`config.mk`:
```
export PLATFORM = sky130hd
export DESIGN_NAME = load_store_queue
export DESIGN_NICKNAME = d
export VERILOG_FILES = /design/src/rtl/load_store_queue.sv
export SDC_FILE = /design/constraint.sdc
export NUM_CORES = 1
export LEC_CHECK = 0
export CAP_MARGIN = 20
export CORE_ASPECT_RATIO = 0.9
export CORE_MARGIN = 2
export CORE_UTILIZATION = 35
export DETAILED_ROUTE_END_ITERATION = 16
export PLACE_DENSITY_LB_ADDON = 0.08
export SYNTH_ARGS = -nofsm -noshare
export SYNTH_HDL_FRONTEND = slang
export SYNTH_SLANG_ARGS = --single-unit
```
`constraint.sdc`:
```
create_clock -name clk -period 6.01 [get_ports clk]
set_clock_uncertainty 0.1 [all_clocks]
set_input_delay 0.601 -clock clk [delete_from_list [all_inputs] [get_ports clk]]
set_output_delay 0.601 -clock clk [all_outputs]
set_load 0.1 [all_outputs]
```
`src/rtl/load_store_queue.sv`:
```
// load_store_queue
//   In-order circular FIFO of lsq_entry_t records, one per dispatched load or
//   store. Dispatch/rename pushes at the tail; the memory arbiter reads the
//   oldest entry combinationally on lsq_head and pops it on D-cache response.
//   A mispredict drops every entry, since all queued memory ops are younger
//   than the resolving branch.
//
// Ports
//   clk         rising-edge clock
//   rst         synchronous reset, active-low
//   mispredict  flush request from ROB/branch resolution
//   push        enqueue push_entry
//   push_entry  lsq_entry_t record to enqueue
//   full        no free entry; dispatch must stall
//   pop         retire the head entry
//   lsq_head    oldest entry (payload undefined when lsq_empty)
//   lsq_empty   queue holds no entries
//   count       number of occupied entries, 0..DEPTH

package lsq_pkg;
   typedef struct packed {
      logic        store_load_inst;
      logic [5:0]  ps1_s;
      logic [5:0]  ps2_s;
      logic [5:0]  pd_s;
      logic [4:0]  rob_num;
      logic [31:0] rvfi_data;
   } lsq_entry_t;
endpackage

module load_store_queue
   import lsq_pkg::*;
#(
   parameter  int unsigned DEPTH    = 8,
   localparam int unsigned PTR_BITS = $clog2(DEPTH)
) (
   input  logic                clk,
   input  logic                rst,
   input  logic                mispredict,
   input  logic                push,
   input  lsq_entry_t          push_entry,
   output logic                full,
   input  logic                pop,
   output lsq_entry_t          lsq_head,
   output logic                lsq_empty,
   output logic [PTR_BITS:0]   count
);

   lsq_entry_t          mem [DEPTH];
   logic [PTR_BITS:0]   head_ptr;
   logic [PTR_BITS:0]   tail_ptr;
   logic                push_ok;
   logic                pop_ok;

   // Flags depend only on registered pointers, never on push/pop, so full
   // timing stays independent of the arbiter (no full-plus-pop bypass).
   always_comb begin
      lsq_empty = (head_ptr == tail_ptr);
      full      = (head_ptr[PTR_BITS-1:0] == tail_ptr[PTR_BITS-1:0]) &&
                  (head_ptr[PTR_BITS] != tail_ptr[PTR_BITS]);
      count     = tail_ptr - head_ptr;
      lsq_head  = mem[head_ptr[PTR_BITS-1:0]];
   end

   always_comb begin
      push_ok = push && !full      && !mispredict && rst;
      pop_ok  = pop  && !lsq_empty && !mispredict && rst;
   end

   // Pointer increments roll over naturally through the wrap bit.
   always_ff @(posedge clk) begin
      if (!rst) begin
         head_ptr <= '0;
         tail_ptr <= '0;
      end else if (mispredict) begin
         head_ptr <= '0;
         tail_ptr <= '0;
      end else begin
         if (push_ok) tail_ptr <= tail_ptr + 1'b1;
         if (pop_ok)  head_ptr <= head_ptr + 1'b1;
      end
   end

   // Storage is not reset; validity is tracked entirely by the pointers.
   always_ff @(posedge clk) begin
      if (push_ok) mem[tail_ptr[PTR_BITS-1:0]] <= push_entry;
   end

endmodule

```
==> run summary, run 1 <==
status: completed
CP Capture Type: output pin
Clock Pin Slew Worst Setup and Hold Paths: 0.06 ns
sequential fraction of the synthesis area: 78.4%
Req. time, crit path: 5.31 ns
Max VDD drop: 0.000186 V
GP Congestion: 0.719
Nets: 951
Startpoint Class: flop
row count: 77
IO buf count: 122
vias per cell: 5.01
# hold bufs at CTS: 0
post-synth top area cell: edfxtp_1
Core Util, Final: 42.8%
WS Path Type: reg -> out
fraction of final layout cells with drive strength greater than 1: 28.5%
clock root buffer: clkbuf_16
Max Freq: 221 MHz
DP HPWL: 21100 µm
Die Span X: 239 µm
Via Count: 7794
relative slew slack: 26.6%
Iter 0 DRT Violations: 513
number of synthesis warnings: 0
CP Cell Sequence: buf_12, mux4_2, mux2_2, clkdlybuf4s50_1
Critical Path Fanout Max: 41
grt total ovfl: 0
H-tree level count: 2
RSZ-0062 raised after global routing: no
syn nets: 791
DRC: 0
wire per inst: 24.2 µm
Tcrit/Tclk final: 75.4%
drt total wl: 37600 µm
syn_area_per_cell: 24.1 µm²
minimum clock period: 4.53 ns
Final Hold Fails: 0
Yosys reg bits: 459
Synth Instances: 724
Core Area: 0.0491 mm²
post-route cell area: 0.0210 mm²
Pwr Density: 317 mW/mm²
Logic pwr share: 4.9%
area delta synth->final: 20.6%
WP data arrival: 3.83 ns
vias in the first global route: 8598
mapped cell area: 0.0174 mm²
ys async rst share: 0%
I/O Pins: 123
Initial Util: 35.5%
postcts setup bufs: 0
NetSw: 1.40 mW
placed inst area: 0.0195 mm²
max-slew violations: 0
Unique masters post-synth: 28
Clock power frac: 42.0%
Total Negative Setup Slacks: 0 ns
largest net degree at the start of global routing: 57
Sink Count: 459
Clock Path Buffers: 3
worst-skew pair later-pin latency: 0.57 ns
power share of the sequential group: 53.1%
CTS tree: built
largest cells by area after synthesis: edfxtp_1 77%, mux4_2 14%, mux2_2 3.6%
Synth top cells by count: 448 x edfxtp_1, 112 x mux4_2, 56 x mux2_2
global-route wire length before repair: 56700 µm
critical path's largest stage delay: 0.97 ns
Die Y: 216 µm
most common cell in the netlist: edfxtp_1
EDFF count, synth: 448
internal power: 5.26 mW
Synth Flop Type: edfxtp_1
antenna violations before repair: 3
Placement Setup Slack: 1.98 ns
slowest CP cell: clkdlybuf4s50_1
Pleak: 6.39 nW
sw frac: 21.0%
antenna viol nets, final: 0
Hold WC Path Type: reg -> reg
CTS resizes: 0
final-layout fill cell count: 4197
Slew @ Worst Pin: 1.10 ns
DRT Pass-1 Iters: 4
total CTS buffers: 49
share of the synthesized area in the top cell type: 77.2%
post-route worst setup slack: 1.48 ns
global-route usage over all layers: 15.1%
die footprint: 0.0516 mm²
# Max-Cap Violations: 0
Setup violations, final: 0
power groups by stage:
stage,logic (mW),clock network [mW],registers (mW)
global placement,0.323,0,3.60
detailed placement,0.328,0,3.60
CTS,0.330,2.89,3.54
finish,0.325,2.80,3.54
global route,0.342,3.02,3.54
floorplan,0.201,0,3.60
state kept, by name, indices dropped and copies added (netlist names), named ones only:
register	cells
head_ptr	4
mem	448
tail_ptr	4
metal layers:
layer / part of all wire (%) / track usage [%]
met1: 44 / 20.0
met4: 2.1 / 4.71
met3: 4.2 / 3.10
met5: 0.072 / 0
met2: 49 / 25.2
through the flow:
stage | total power, mW | hold WS (ns) | instances
final | 6.66 | 0.505 | 1555
after global routing | 6.90 | 0.541 | 1554
after CTS | 6.75 | 0.506 | 1554
after detailed placement | 3.93 | 0.486 | 1465
after global placement | 3.93 | 0.475 | 1463
after floorplan | 3.80 | 0.440 | 724
cell usage in the layout (no fill, tap or decap), types with 3 or more instances in the layout:
cell type        count
clkdlybuf4s50_1    122
mux4_2             112
dfxtp_4              3
edfxtp_1           448
clkinv_2             9
clkbuf_16           51
nand2_1              3
clkbuf_1            10
a21oi_1              3
buf_4               15
nor2_1              13
nor2_4               6
dfxtp_1              8
mux2_2              56
xnor2_1              7
ha_1                 5
inv_1                8
clkinv_1            15
final cells by class:
cell class / instances / area, µm² / share of cell area, %
diodes: 1 / 2.50 / 0.0119
clock buffers: 61 / 1310 / 6.25
clock inverters: 28 / 178 / 0.845
inverters: 8 / 30.0 / 0.143
multi-input cells: 225 / 3590 / 17.1
flip-flops and latches: 459 / 13700 / 65.1
well taps: 632 / 791 / 3.76
repair buffers: 141 / 1430 / 6.80
cell families (layout without fill, tap and decap cells):
group                      count (synthesis)  after routing  synth area share, %
and+or+nand+nor                           31             31                0.775
other                                      0              1                    0
adders and majority gates                  6              6                0.474
DFF                                      459            459                 78.4
xor gates and xnor gates                  10             10                0.546
muxes                                    170            170                 18.2
AOI/OAI and AO/OA                          8              8                0.273
buffers and inverters                     40            238                 1.28
path summary, 6_finish.rpt:
| path | from | endpoint | slack, ns | cells past startpoint |
|---|---|---|---|---|
| worst max-delay path | flop | lsq_head[0] | 1.48 | 4 |
| worst min-delay path | tail_ptr[2]$_SDFFE_PP0P_ | tail_ptr[2]$_SDFFE_PP0P_ | 0.50 | 3 |
| worst max register to register | tail_ptr[0]$_SDFFE_PP0P_ | mem[1][22]$_DFFE_PP_ | 2.26 | 7 |
| worst min register to register | tail_ptr[2]$_SDFFE_PP0P_ | tail_ptr[2]$_SDFFE_PP0P_ | 0.50 | 3 |
critical path, delay by kind of cell, from the launching register on:
kind / cells / cell delay [ns]
buffers and inverters: 2 / 1.36
flip-flops: 1 / 0.92
multiplexers: 2 / 0.86
No activity file was read; power rests on OpenSTA's default activity.
==> inputs of run 2 (changes only) <==
Clock period 6.01 ns to 4.5 ns, I/O delays scaled along.
==> run 2 against run 1 <==
Compared with the run above:
- non-clock buffer count rose by 7
- worst hold slack got worse by 0.0060 ns
- count of clock-buffer cells in the layout fell by 8
- routed wire length rose by 2.2%
- first-iteration DRC count rose by 10%
- clock power rose by 58%
- critical path depth did not move
- setup slack got worse by 1.0 ns
- cell area rose by 1.5%
- critical path type unchanged
- largest cell class unchanged
- largest power group unchanged
==> run summary, run 2 (synthesis gave the netlist of run 1 again) <==
max reg flops: 448
Core Area: 0.0491 mm²
critical path's largest stage delay: 0.99 ns
final-layout fill cell count: 4135
Pleak: 6.56 nW
CTS resizes: 0
row count: 77
Slew @ Worst Pin: 1.05 ns
IO buf count: 122
RSZ-0062 raised after global routing: no
Critical Path Fanout Max: 25
clock root buffer: clkbuf_16
grt total ovfl: 0
largest net degree at the start of global routing: 105
max-slew violations: 0
Worst Path Buf+Inv: 2
status: completed
postcts setup bufs: 0
DP HPWL: 20800 µm
commonest non-fill, non-tap cell in the layout: edfxtp_1
Clock Pin Slew Worst Setup and Hold Paths: 0.06 ns
Tcrit/Tclk final: 90.0%
Startpoint Class: flop
Via Count: 7853
WP data arrival: 3.50 ns
Iter 0 DRT Violations: 566
vias in the first global route: 8734
Max Freq: 247 MHz
Hold WC Path Type: reg -> reg
Initial Util: 35.5%
slowest CP cell: clkdlybuf4s50_1
# Max-Cap Violations: 0
Req. time, crit path: 3.95 ns
Core Util, Final: 43.4%
Nets: 958
fraction of final layout cells with drive strength greater than 1: 30.5%
# hold bufs at CTS: 0
WS Path Type: reg -> out
Max VDD drop: 0.000235 V
DRC: 0
vias per cell: 5.02
Pwr Density: 449 mW/mm²
CTS tree: built
CP Capture Type: output pin
CP Cell Sequence: buf_4, mux4_2, mux2_2, clkdlybuf4s50_1
Sink Count: 459
Setup violations, final: 0
DRT Pass-1 Iters: 7
Multi-input gate area: 0.00359 mm²
antenna violations before repair: 6
Final Hold Fails: 0
Die Y: 216 µm
placed inst area: 0.0195 mm²
worst-skew pair later-pin latency: 0.57 ns
Clock Path Buffers: 3
global-route usage over all layers: 15.2%
H-tree level count: 2
antenna viol nets, final: 0
post-route cell area: 0.0213 mm²
global-route wire length before repair: 56600 µm
die footprint: 0.0516 mm²
Die Span X: 239 µm
minimum clock period: 4.05 ns
wire per inst: 24.6 µm
GP Congestion: 0.692
area delta synth->final: 22.4%
commonest cells after routing, fill and taps aside: 448 x edfxtp_1, 116 x clkdlybuf4s50_1, 112 x mux4_2
Reg area: 0.0137 mm²
drt total wl: 38400 µm
I/O Pins: 123
CP top delay family: buffers and inverters
relative slew slack: 30.0%
Min Hold Slack: 0.499 ns
total CTS buffers: 49
run 2: cell count changes in the layout (fill, tap and decap cells not counted), moves of 3 or more:
cell | before | now
buf_4 | 15 | 28
bufinv_16 | 2 | 15
clkbuf_1 | 10 | 4
clkdlybuf4s50_1 | 122 | 116
clkinv_2 | 9 | 6
diode_2 | 1 | 4
run 2: path summary, 6_finish.rpt:
kind | from | to | slack (ns) | cells past startpoint
max | flop | lsq_head[13] | 0.45 | 4
min | head_ptr[3]$_SDFFE_PP0P_ | head_ptr[3]$_SDFFE_PP0P_ | 0.50 | 2
max reg2reg | tail_ptr[0]$_SDFFE_PP0P_ | mem[0][48]$_DFFE_PP_ | 1.31 | 7
min reg2reg | head_ptr[3]$_SDFFE_PP0P_ | head_ptr[3]$_SDFFE_PP0P_ | 0.50 | 2
run 2: report_power, final:
| part | internal [mW] | switching, mW |
|---|---|---|
| Clock | 2.84 | 1.58 |
| Combinational | 0.145 | 0.288 |
| Sequential | 4.71 | 0.00980 |
| Total | 7.69 | 1.88 |
run 2: per-layer routing:
metal / wire length (µm) / GRT usage (%)
met1: 16800 / 20.3
met2: 18800 / 24.9
met3: 2210 / 3.88
met4: 639 / 4.19
met5: 40 / 0
run 2: layout make-up:
cell class	count	share of cell area [%]
flip-flops and latches	459	64.1
multi-input cells	225	16.8
repair buffers	148	6.80
clock buffers	53	5.82
well taps	632	3.71
clock inverters	35	2.52
inverters	8	0.141
diodes	4	0.0469
run 2: per-stage QoR:
stage / power, mW / setup slack, ns / cells / TNS [ns]
after floorplan: 5.08 / -1.47 / 724 / -164.97
after global placement: 5.24 / 0.990 / 1472 / 0
after detailed placement: 5.25 / 0.951 / 1472 / 0
after CTS: 9.70 / 0.322 / 1560 / 0
after global routing: 9.87 / 0.239 / 1560 / 0
final: 9.57 / 0.449 / 1564 / 0
run 2: tightest hold or removal path, cell delays in order (launching register included):
cell and delay, ns:
dfxtp_1 0.35, xnor2_1 0.16, nor2_1 0.04
==> inputs of run 3 (changes only) <==
Settings changed: CORE_ASPECT_RATIO 0.9 to not set, CTS_BUF_LIST set to sky130_fd_sc_hd__clkbuf_4 sky130_fd_sc_hd__clkbuf_8.
==> run 3 against run 2 <==
Compared with the run above:
- routed wire length decreased by 0.23%
- largest power group unchanged
- flip-flop and latch count unchanged
- largest cell class unchanged
- global-route usage increased by 0.13 points
- die area about the same
- total power decreased by 9.6%
- setup slack about the same
- core utilization decreased by 0.74 points
- combinational power about the same
- cell area decreased by 1.9%
==> run summary, run 3 (synthesis gave the netlist of run 1 again) <==
status: completed
Reg-to-Reg Start: tail_ptr[0]$_SDFFE_PP0P_
Clock Pin Slew Worst Setup and Hold Paths: 0.06 ns
Startpoint Class: flop
WP data arrival: 3.50 ns
Nets: 980
H-tree level count: 3
max-slew violations: 0
Placement Setup Slack: 0.990 ns
Slew @ Worst Pin: 1.09 ns
critical path's largest stage delay: 0.72 ns
Pwr Density: 413 mW/mm²
CTS resizes: 0
antenna viol nets, final: 0
Setup violations, final: 0
Post-Layout Cell Count: 1628
# hold bufs at CTS: 0
placed cells: 1499
Req. time, crit path: 3.95 ns
global-route usage over all layers: 15.4%
area delta synth->final: 20.1%
Total Negative Setup Slacks: 0 ns
WS Path Type: reg -> out
wire per inst: 23.5 µm
Pleak: 6.44 nW
CP endpoint: lsq_head[12]
DP HPWL: 20800 µm
Max VDD drop: 0.000161 V
slowest CP cell: buf_4
Iter 0 DRT Violations: 552
Core Area: 0.0491 mm²
CTS tree: built
# Max-Cap Violations: 0
DRC: 0
Sink Count: 459
max reg flops: 448
r2r setup slk: 1.22 ns
antenna violations before repair: 4
postcts setup bufs: 0
die footprint: 0.0516 mm²
Max Freq: 247 MHz
commonest non-fill, non-tap cell in the layout: edfxtp_1
Critical Path Most Common Cell: buf_4
Reg-to-Reg End: mem[7][44]$_DFFE_PP_
CP Capture Type: output pin
Critical Path Fanout Max: 50
row count: 81
Hold WC Path Type: in -> reg
clock root buffer: clkbuf_8
Antenna Cells: 0
drt total wl: 38300 µm
DRT Pass-1 Iters: 4
Clock Path Buffers: 3
post-route worst setup slack: 0.449 ns
RSZ-0062 raised after global routing: no
Min Hold Slack: 0.453 ns
Die Span X: 227 µm
Final Hold Fails: 0
Initial Util: 35.5%
worst-skew pair later-pin latency: 0.62 ns
Die Y: 227 µm
Tcrit/Tclk final: 90.0%
relative slew slack: 27.3%
CP Cell Sequence: buf_12, buf_4, mux4_2, mux2_2, buf_4
vias per cell: 4.86
grt total ovfl: 0
minimum clock period: 4.05 ns
global-route wire length before repair: 56100 µm
GP Congestion: 0.696
Via Count: 7904
total CTS buffers: 76
commonest cells after routing, fill and taps aside: 448 x edfxtp_1, 112 x mux4_2, 97 x clkdlybuf4s50_1
largest net degree at the start of global routing: 51
I/O Pins: 123
vias in the first global route: 8842
R2R depth: 7
IO buf count: 122
fraction of final layout cells with drive strength greater than 1: 35.2%
run 3: changes by cell type in the layout (fill, tap and decap cells not counted), moves of 12 or more:
cell / change
clkbuf_8: +79
buf_4: +15
clkdlybuf4s50_1: -19
clkbuf_16: -49
clkbuf_4: +18
bufinv_16: -12
run 3: area by class of cell:
class / count / area [µm²]
fill: 4250 / 28100
sequential: 459 / 13700
multi-input combinational: 225 / 3590
timing repair buffer: 143 / 1350
clock buffer: 97 / 1220
tap: 664 / 831
clock inverter: 32 / 224
inverter: 8 / 30.0
run 3: how the worst min path moves through the flow:
stage	start	end	slack (ns)	cells after the start
finish	push_entry[54]	mem[0][54]$_DFFE_PP_	0.45	1
global route	push_entry[26]	mem[0][26]$_DFFE_PP_	0.43	1
global placement	head_ptr[3]$_SDFFE_PP0P_	head_ptr[3]$_SDFFE_PP0P_	0.48	2
detailed placement	head_ptr[2]$_SDFFE_PP0P_	head_ptr[2]$_SDFFE_PP0P_	0.50	3
CTS	push_entry[4]	mem[5][4]$_DFFE_PP_	0.40	1
floorplan	tail_ptr[2]$_SDFFE_PP0P_	tail_ptr[2]$_SDFFE_PP0P_	0.44	3
run 3: layer usage:
layer | vias up | share of wire, % | GRT usage (%)
met2 | 184 | 50 | 26.0
li1 | 3448 | - | -
met3 | 86 | 5.1 | 3.96
met1 | 4178 | 42 | 18.8
met4 | 8 | 2.5 | 6.24
met5 | - | 0.13 | 0
run 3: where the power goes:
group	switching, mW	internal, mW
Combinational	0.289	0.141
Clock	1.56	1.94
Sequential	0.00812	4.71
run 3: through the flow:
stage | instance area (µm²) | util (%) | total power, mW
after floorplan | 17400 | - | 5.08
after global placement | 19500 | 39.7 | 5.23
after detailed placement | 19500 | 39.7 | 5.25
after CTS | 20900 | 42.7 | 8.79
after global routing | 20900 | 42.7 | 8.98
final | 20900 | 42.7 | 8.65
run 3: worst max-delay path, delay by kind of cell, from the launching register on:
family	cells	cell delay, ns
buffers and inverters	3	1.37
muxes	2	0.92
DFF	1	0.50
